===== config.mk =====
export PLATFORM = sky130hd
export DESIGN_NAME = mcu_run_monitor_flat
export DESIGN_NICKNAME = d
export VERILOG_FILES = /design/src/rtl/mcu_run_monitor_if.sv /design/src/rtl/mcu_run_monitor.sv /design/src/flat_wrapper.sv
export SDC_FILE = /design/constraint.sdc
export NUM_CORES = 1
export LEC_CHECK = 0
export CAP_MARGIN = 25
export CORE_ASPECT_RATIO = 0.6
export CORE_MARGIN = 2
export CORE_UTILIZATION = 50
export CTS_CLUSTER_DIAMETER = 60
export DETAILED_ROUTE_END_ITERATION = 8
export GPL_TIMING_DRIVEN = 0
export PLACE_DENSITY = 0.67
export SYNTH_ARGS = -nofsm -noshare
export SYNTH_HDL_FRONTEND = slang
export SYNTH_SLANG_ARGS = --single-unit

===== constraint.sdc =====
create_clock -name clk -period 5.9 [get_ports clk]
set_clock_uncertainty 0.2 [all_clocks]
set_input_delay 1.77 -clock clk [delete_from_list [all_inputs] [get_ports clk]]
set_output_delay 1.77 -clock clk [all_outputs]
set_load 0.01 [all_outputs]

===== src/rtl/mcu_run_monitor_if.sv =====
// Run-monitor signal bundle: start/breakpoint control, core-facing sample
// and clear/enable lines, run status and the trace readout port.
interface mcu_run_monitor_if #(
    parameter int unsigned ADDR_W      = 16,
    parameter int unsigned DATA_W      = 16,
    parameter int unsigned TRACE_DEPTH = 16
);
    localparam int unsigned CNT_W = $clog2(TRACE_DEPTH) + 1;

    logic                     start;
    logic                     bp_en;
    logic [ADDR_W-1:0]        bp_addr;
    logic [ADDR_W-1:0]        PC_next;
    logic [DATA_W-1:0]        write_back_data;
    logic                     core_nClear;
    logic                     core_en;
    logic                     halted;
    logic [1:0]               halt_cause;
    logic [31:0]              cycle_count;
    logic [CNT_W-1:0]         trace_count;
    logic                     rd_en;
    logic [ADDR_W+DATA_W-1:0] rd_data;
    logic                     rd_valid;

    modport master (
        output start, bp_en, bp_addr, PC_next, write_back_data, rd_en,
        input  core_nClear, core_en, halted, halt_cause, cycle_count,
               trace_count, rd_data, rd_valid
    );

    modport slave (
        input  start, bp_en, bp_addr, PC_next, write_back_data, rd_en,
        output core_nClear, core_en, halted, halt_cause, cycle_count,
               trace_count, rd_data, rd_valid
    );
endinterface


===== src/rtl/mcu_run_monitor.sv =====
// Run-control and trace block: holds the core in clear, releases it, enables
// it while recording {PC_next, write_back_data} per cycle into a circular
// buffer, halts on breakpoint / stall / cycle budget, and allows readout.
module mcu_run_monitor #(
    parameter int unsigned ADDR_W      = 16,
    parameter int unsigned DATA_W      = 16,
    parameter int unsigned TRACE_DEPTH = 16,
    parameter int unsigned HOLD_CYCLES = 8,
    parameter int unsigned STALL_LIMIT = 4,
    parameter int unsigned MAX_CYCLES  = 65535
) (
    input logic              clk,
    input logic              Clear,
    mcu_run_monitor_if.slave bus
);
    localparam int unsigned PTR_W   = $clog2(TRACE_DEPTH);
    localparam int unsigned CNT_W   = PTR_W + 1;
    localparam int unsigned ENT_W   = ADDR_W + DATA_W;
    localparam int unsigned HOLD_W  = $clog2(HOLD_CYCLES + 1);
    localparam int unsigned STALL_W = $clog2(STALL_LIMIT + 1);

    localparam logic [CNT_W-1:0]   FULL      = CNT_W'(TRACE_DEPTH);
    localparam logic [HOLD_W-1:0]  HOLD_LOAD = HOLD_W'(HOLD_CYCLES);
    localparam logic [STALL_W-1:0] STALL_HIT = STALL_W'(STALL_LIMIT - 1);
    localparam logic [32:0]        BUDGET    = 33'(MAX_CYCLES);

    typedef enum logic [1:0] {
        IDLE,
        RESET_HOLD,
        RUN,
        HALTED
    } state_e;

    typedef enum logic [1:0] {
        CAUSE_NONE,
        CAUSE_BP,
        CAUSE_STALL,
        CAUSE_BUDGET
    } cause_e;

    state_e             state_q, state_d;
    cause_e             cause_q, cause_d;
    logic [HOLD_W-1:0]  hold_q;
    logic [STALL_W-1:0] stall_q, stall_d;
    logic [ADDR_W-1:0]  prev_pc_q;
    logic               first_q;
    logic [31:0]        cyc_q;
    logic [PTR_W-1:0]   wr_ptr_q, rd_ptr_q;
    logic [CNT_W-1:0]   cnt_q;
    logic [ENT_W-1:0]   mem [TRACE_DEPTH];
    logic [ENT_W-1:0]   rd_data_q;
    logic               rd_valid_q;
    logic               nclr_q;

    logic launch;
    logic sample;
    logic do_read;

    // Next-state, halt decision and per-cycle action strobes
    always_comb begin
        state_d = state_q;
        cause_d = cause_q;
        stall_d = stall_q;
        launch  = 1'b0;
        sample  = 1'b0;
        do_read = 1'b0;

        unique case (state_q)
            IDLE: begin
                if (bus.start) begin
                    state_d = RESET_HOLD;
                    launch  = 1'b1;
                end else if (bus.rd_en && (cnt_q != '0)) begin
                    do_read = 1'b1;
                end
            end
            RESET_HOLD: begin
                if (hold_q <= HOLD_W'(1)) begin
                    state_d = RUN;
                end
            end
            RUN: begin
                sample = 1'b1;
                if (first_q || (bus.PC_next != prev_pc_q)) begin
                    stall_d = '0;
                end else begin
                    stall_d = stall_q + STALL_W'(1);
                end
                if (bus.bp_en && (bus.PC_next == bus.bp_addr)) begin
                    state_d = HALTED;
                    cause_d = CAUSE_BP;
                end else if (stall_d == STALL_HIT) begin
                    state_d = HALTED;
                    cause_d = CAUSE_STALL;
                end else if (({1'b0, cyc_q} + 33'd1) == BUDGET) begin
                    state_d = HALTED;
                    cause_d = CAUSE_BUDGET;
                end
            end
            HALTED: begin
                // start takes precedence; a coincident read is dropped
                if (bus.start) begin
                    state_d = RESET_HOLD;
                    launch  = 1'b1;
                end else if (bus.rd_en && (cnt_q != '0)) begin
                    do_read = 1'b1;
                end
            end
            default: state_d = IDLE;
        endcase

        if (launch) begin
            cause_d = CAUSE_NONE;
        end
    end

    // State, halt cause, hold counter and registered core clear
    always_ff @(posedge clk) begin
        if (Clear) begin
            state_q <= IDLE;
            cause_q <= CAUSE_NONE;
            hold_q  <= '0;
            nclr_q  <= 1'b0;
        end else begin
            state_q <= state_d;
            cause_q <= cause_d;
            nclr_q  <= (state_d == RUN) || (state_d == HALTED);
            if (launch) begin
                hold_q <= HOLD_LOAD;
            end else if (state_q == RESET_HOLD) begin
                hold_q <= hold_q - HOLD_W'(1);
            end
        end
    end

    // Per-sample bookkeeping: stall tracking and saturating cycle count
    always_ff @(posedge clk) begin
        if (Clear || launch) begin
            stall_q   <= '0;
            first_q   <= 1'b1;
            prev_pc_q <= '0;
            cyc_q     <= '0;
        end else if (sample) begin
            stall_q   <= stall_d;
            first_q   <= 1'b0;
            prev_pc_q <= bus.PC_next;
            if (cyc_q != '1) begin
                cyc_q <= cyc_q + 32'd1;
            end
        end
    end

    // Trace pointers and occupancy; a write into a full buffer drops the oldest
    always_ff @(posedge clk) begin
        if (Clear || launch) begin
            wr_ptr_q <= '0;
            rd_ptr_q <= '0;
            cnt_q    <= '0;
        end else if (sample) begin
            wr_ptr_q <= wr_ptr_q + PTR_W'(1);
            if (cnt_q == FULL) begin
                rd_ptr_q <= rd_ptr_q + PTR_W'(1);
            end else begin
                cnt_q <= cnt_q + CNT_W'(1);
            end
        end else if (do_read) begin
            rd_ptr_q <= rd_ptr_q + PTR_W'(1);
            cnt_q    <= cnt_q - CNT_W'(1);
        end
    end

    // Trace storage, written once per run cycle
    always_ff @(posedge clk) begin
        if (sample) begin
            mem[wr_ptr_q] <= {bus.PC_next, bus.write_back_data};
        end
    end

    // Registered readout of the oldest entry
    always_ff @(posedge clk) begin
        if (Clear) begin
            rd_valid_q <= 1'b0;
            rd_data_q  <= '0;
        end else begin
            rd_valid_q <= do_read;
            if (do_read) begin
                rd_data_q <= mem[rd_ptr_q];
            end
        end
    end

    assign bus.core_nClear = nclr_q;
    assign bus.core_en     = (state_q == RUN);
    assign bus.halted      = (state_q == HALTED);
    assign bus.halt_cause  = cause_q;
    assign bus.cycle_count = cyc_q;
    assign bus.trace_count = cnt_q;
    assign bus.rd_data     = rd_data_q;
    assign bus.rd_valid    = rd_valid_q;

endmodule

===== src/flat_wrapper.sv =====
// flat-port wrapper written by rule: the top's interface ports become plain ports
module mcu_run_monitor_flat 
#(
    parameter int unsigned ADDR_W      = 16,
    parameter int unsigned DATA_W      = 16,
    parameter int unsigned TRACE_DEPTH = 16,
    parameter int unsigned HOLD_CYCLES = 8,
    parameter int unsigned STALL_LIMIT = 4,
    parameter int unsigned MAX_CYCLES  = 65535
)
  (clk, Clear, bus_start, bus_bp_en, bus_bp_addr, bus_PC_next, bus_write_back_data, bus_rd_en, bus_core_nClear, bus_core_en, bus_halted, bus_halt_cause, bus_cycle_count, bus_trace_count, bus_rd_data, bus_rd_valid);
  mcu_run_monitor_if #(.ADDR_W(ADDR_W), .DATA_W(DATA_W), .TRACE_DEPTH(TRACE_DEPTH)) bus_i ();
  input logic clk;
  input logic Clear;
  input wire logic [$bits(bus_i.start)-1:0] bus_start;
  input wire logic [$bits(bus_i.bp_en)-1:0] bus_bp_en;
  input wire logic [$bits(bus_i.bp_addr)-1:0] bus_bp_addr;
  input wire logic [$bits(bus_i.PC_next)-1:0] bus_PC_next;
  input wire logic [$bits(bus_i.write_back_data)-1:0] bus_write_back_data;
  input wire logic [$bits(bus_i.rd_en)-1:0] bus_rd_en;
  output wire logic [$bits(bus_i.core_nClear)-1:0] bus_core_nClear;
  output wire logic [$bits(bus_i.core_en)-1:0] bus_core_en;
  output wire logic [$bits(bus_i.halted)-1:0] bus_halted;
  output wire logic [$bits(bus_i.halt_cause)-1:0] bus_halt_cause;
  output wire logic [$bits(bus_i.cycle_count)-1:0] bus_cycle_count;
  output wire logic [$bits(bus_i.trace_count)-1:0] bus_trace_count;
  output wire logic [$bits(bus_i.rd_data)-1:0] bus_rd_data;
  output wire logic [$bits(bus_i.rd_valid)-1:0] bus_rd_valid;
  assign bus_i.start = bus_start;
  assign bus_i.bp_en = bus_bp_en;
  assign bus_i.bp_addr = bus_bp_addr;
  assign bus_i.PC_next = bus_PC_next;
  assign bus_i.write_back_data = bus_write_back_data;
  assign bus_i.rd_en = bus_rd_en;
  assign bus_core_nClear = bus_i.core_nClear;
  assign bus_core_en = bus_i.core_en;
  assign bus_halted = bus_i.halted;
  assign bus_halt_cause = bus_i.halt_cause;
  assign bus_cycle_count = bus_i.cycle_count;
  assign bus_trace_count = bus_i.trace_count;
  assign bus_rd_data = bus_i.rd_data;
  assign bus_rd_valid = bus_i.rd_valid;
  mcu_run_monitor #(.ADDR_W(ADDR_W), .DATA_W(DATA_W), .TRACE_DEPTH(TRACE_DEPTH), .HOLD_CYCLES(HOLD_CYCLES), .STALL_LIMIT(STALL_LIMIT), .MAX_CYCLES(MAX_CYCLES)) u_core (.clk(clk), .Clear(Clear), .bus(bus_i));
endmodule

==> impl_metrics.yaml <==
sta:
  worst_pin_slew_ns: 1.08
  hold_violations: 0
  holdWs_ns: 0.253
  period_share_pct: 78.1
  rsz0062_at_grt: "no"
  period_needed_ns: 4.61
  fin_ws_ns: 1.29
  slew_headroom_pct: 27.8
  finalSetupViolations: 0
  tns_ns: 0
  slew_viol_final: 0
  max_freq_ghz: 0.217
floorplanning:
  core_region_area_mm2: 0.0483
  core.rowCount: 62
  die_area_mm2: 0.0511
  initial_core_util_pct: 51.0
  io_pins: 128
  die_w_um: 291
  die_y_um: 176
clock_network:
  htree_levels: 2
  path_clk_slew_ns: 0.07
  ctsResizeCount: 0
  cts.path.max_buffers: 3
  cts_tree: "yes"
  numClockSinks: 619
  hold_buffers: 0
  post-cts-setup-buffers: 0
  clk_latency_ns: 0.60
  cts_root_buf: "clkbuf_16"
  cts_buffers: 56
final_layout:
  final_nets: 1655
  drive_gt1_share_pct: 19.5
  synthToLayoutAreaGrowth_pct: 18.1
  stdcell_area_mm2: 0.0291
  layout_commonest_cell: "edfxtp_1"
  final_core_util_pct: 60.3
  final.fill_count: 3533
  layout_common_cells: "edfxtp_1, mux4_2, clkdlybuf4s50_1"
  final_cell_count_no_fill: 2273
routing:
  drc: 0
  wl_um: 60900
  vias: 13600
  wl_per_cell_um: 26.8
  drtAntennaViolNets: 0
  viasPerCell: 5.96
  drt-pass1-iter-count: 5
  drtIter0Drc: 1665
synth:
  synthArstFlopShare_pct: 0
  ys.flop_type: "edfxtp_1"
  synth_cells: 1368
  avgSynthCellArea_um2: 18.0
  synth-edff-count: 512
  yosysWarnings: 0
  yosys_register_bits: 619
  ys_types: 56
  synth-seq-area-share_pct: 71.1
  syn_nets: 1438
  mappedNetlistArea_mm2: 0.0246
critical_path:
  crit_path_top_delay_cell: "clkdlybuf4s50_1"
  path_class: "primary input to register"
  crit_path_max_fanout: 19
  rrSetupSlack_ns: 1.80
  end_kind: "register"
  cpPeakStageDelay_ns: 0.85
  critical_path.startpoint: "bus_PC_next[5]"
  rr_worst_depth: 11
  arrival_ns: 4.92
  worst_setup_path_start_kind: "primary input"
  crit_chain: "clkdlybuf4s50_1 > xor2_1 > nor4_1 > nand4_1 > nor4b_1 > o21ai_0 > o41a_1 > a211oi_1"
  crit_required_ns: 6.21
  r2r_start: "u_core.bus.cycle_count[0]$_SDFFE_PP0P_"
placement:
  dpl-instance-area_mm2: 0.0272
  post-dp-hpwl_um: 39300
  placed_cells: 2163
  dp_slack_ns: 0.778
  numPortBuffers: 127
  place_congestion: 0.927
power_and_ir_drop:
  p_per_area_mw_per_mm2: 349
  power.leakage_nw: 8.95
  vdd_drop_max_v: 0.000237
  power_mw: 10.2
outcome:
  status: "finished clean"
grt:
  grt_most_used_layer: "met1"
  use_met1_pct: 37.8
  grt_overflow: 0
  grtUsageMet3_pct: 4.57
  grtUsageMet2_pct: 35.6
  grt_util_all_layers_pct: 24.2
  grt_pass1_wl_um: 89200
  grt_max_degree: 24
  grt_pass1_vias: 13400
  antenna_found_initial: 3
worst_hold_path:
  hp-start: "u_core.first_q$_SDFFE_PP1P_"
  hold_depth: 1
  hold_path_class: "register to register"
run:
  drv_cap: 0
[state kept, by name, indices dropped and copies added (netlist names)]
signal,count
u_core.state_q,2
u_core.bus.rd_valid,1
u_core.bus.core_nClear,1
u_core.bus.trace_count,5
u_core.bus.halt_cause,2
u_core.wr_ptr_q,4
u_core.first_q,1
u_core.hold_q,4
u_core.stall_q,3
u_core.prev_pc_q,16
u_core.bus.cycle_count,32
u_core.bus.rd_data,32
u_core.mem,512
u_core.rd_ptr_q,4
[metal layers]
metal	wire [um]	part of all wire (%)	vias to the layer above
li1	-	-	5841
met1	27700	46	7080
met2	27200	45	559
met3	4960	8.1	75
met4	1010	1.7	0
met5	0	0	-
[synth_stat cells, types with 5 or more instances]
| cell | number | area [um^2] |
|---|---|---|
| mux2i_1 | 21 | 210 |
| inv_1 | 12 | 45.0 |
| buf_1 | 18 | 67.6 |
| mux4_2 | 160 | 3600 |
| edfxtp_1 | 512 | 15400 |
| or3_1 | 6 | 37.5 |
| clkbuf_1 | 48 | 180 |
| o21ai_0 | 8 | 40.0 |
| a211oi_1 | 7 | 52.6 |
| nor2_1 | 83 | 312 |
| xor2_1 | 51 | 447 |
| a21oi_1 | 44 | 220 |
| nand4_1 | 16 | 100 |
| buf_6 | 8 | 90.1 |
| dfxtp_1 | 107 | 2140 |
| nand3_1 | 14 | 70.1 |
| nor4_1 | 16 | 100 |
| nor3_1 | 10 | 50.1 |
| nand2_1 | 95 | 357 |
| or4_1 | 5 | 37.5 |
| xnor2_1 | 33 | 289 |
| ha_1 | 16 | 200 |
| and2_1 | 20 | 125 |
[worst max-delay path, delay by kind of cell]
family / cells / cell delay (ns)
AOI/OAI and AO/OA: 3 / 0.70
xor gates and xnor gates: 1 / 0.32
buffers and inverters: 1 / 0.85
and+or+nand+nor: 3 / 1.27
[power breakdown]
| part | internal, mW | switching, mW |
|---|---|---|
| combinational | 0.742 | 0.815 |
| sequential | 4.90 | 0.110 |
| clock | 1.99 | 1.59 |
[kinds of logic after synthesis]
logic type,synth area share (%)
AOI/OAI and AO/OA,2.03
xor gates and xnor gates,2.99
adders and majority gates,0.894
buffers and inverters,1.64
DFF,71.1
muxes,15.5
and+or+nand+nor,5.85
[final timing paths]
kind | end
worst min-delay path | u_core.first_q$_SDFFE_PP1P_
worst min register to register | u_core.first_q$_SDFFE_PP1P_
worst max-delay path | u_core.bus.halt_cause[0]$_SDFFE_PP0P_
worst max register to register | u_core.bus.cycle_count[3]$_SDFFE_PP0P_
[area by class of cell]
type                            count  area, um^2  share of cell area [%]
Antenna cell                        1        2.50                 0.00860
Sequential cell                   619       17500                    60.2
Tap cell                          640         801                    2.75
Buffer                             77         355                    1.22
Timing Repair Buffer              159        1840                    6.31
Clock buffer                       76        1570                    5.39
Inverter                           13        48.8                   0.168
Multi-Input combinational cell    659        6730                    23.1
Clock inverter                     29         229                   0.787
(Power assumes the default switching activity.)
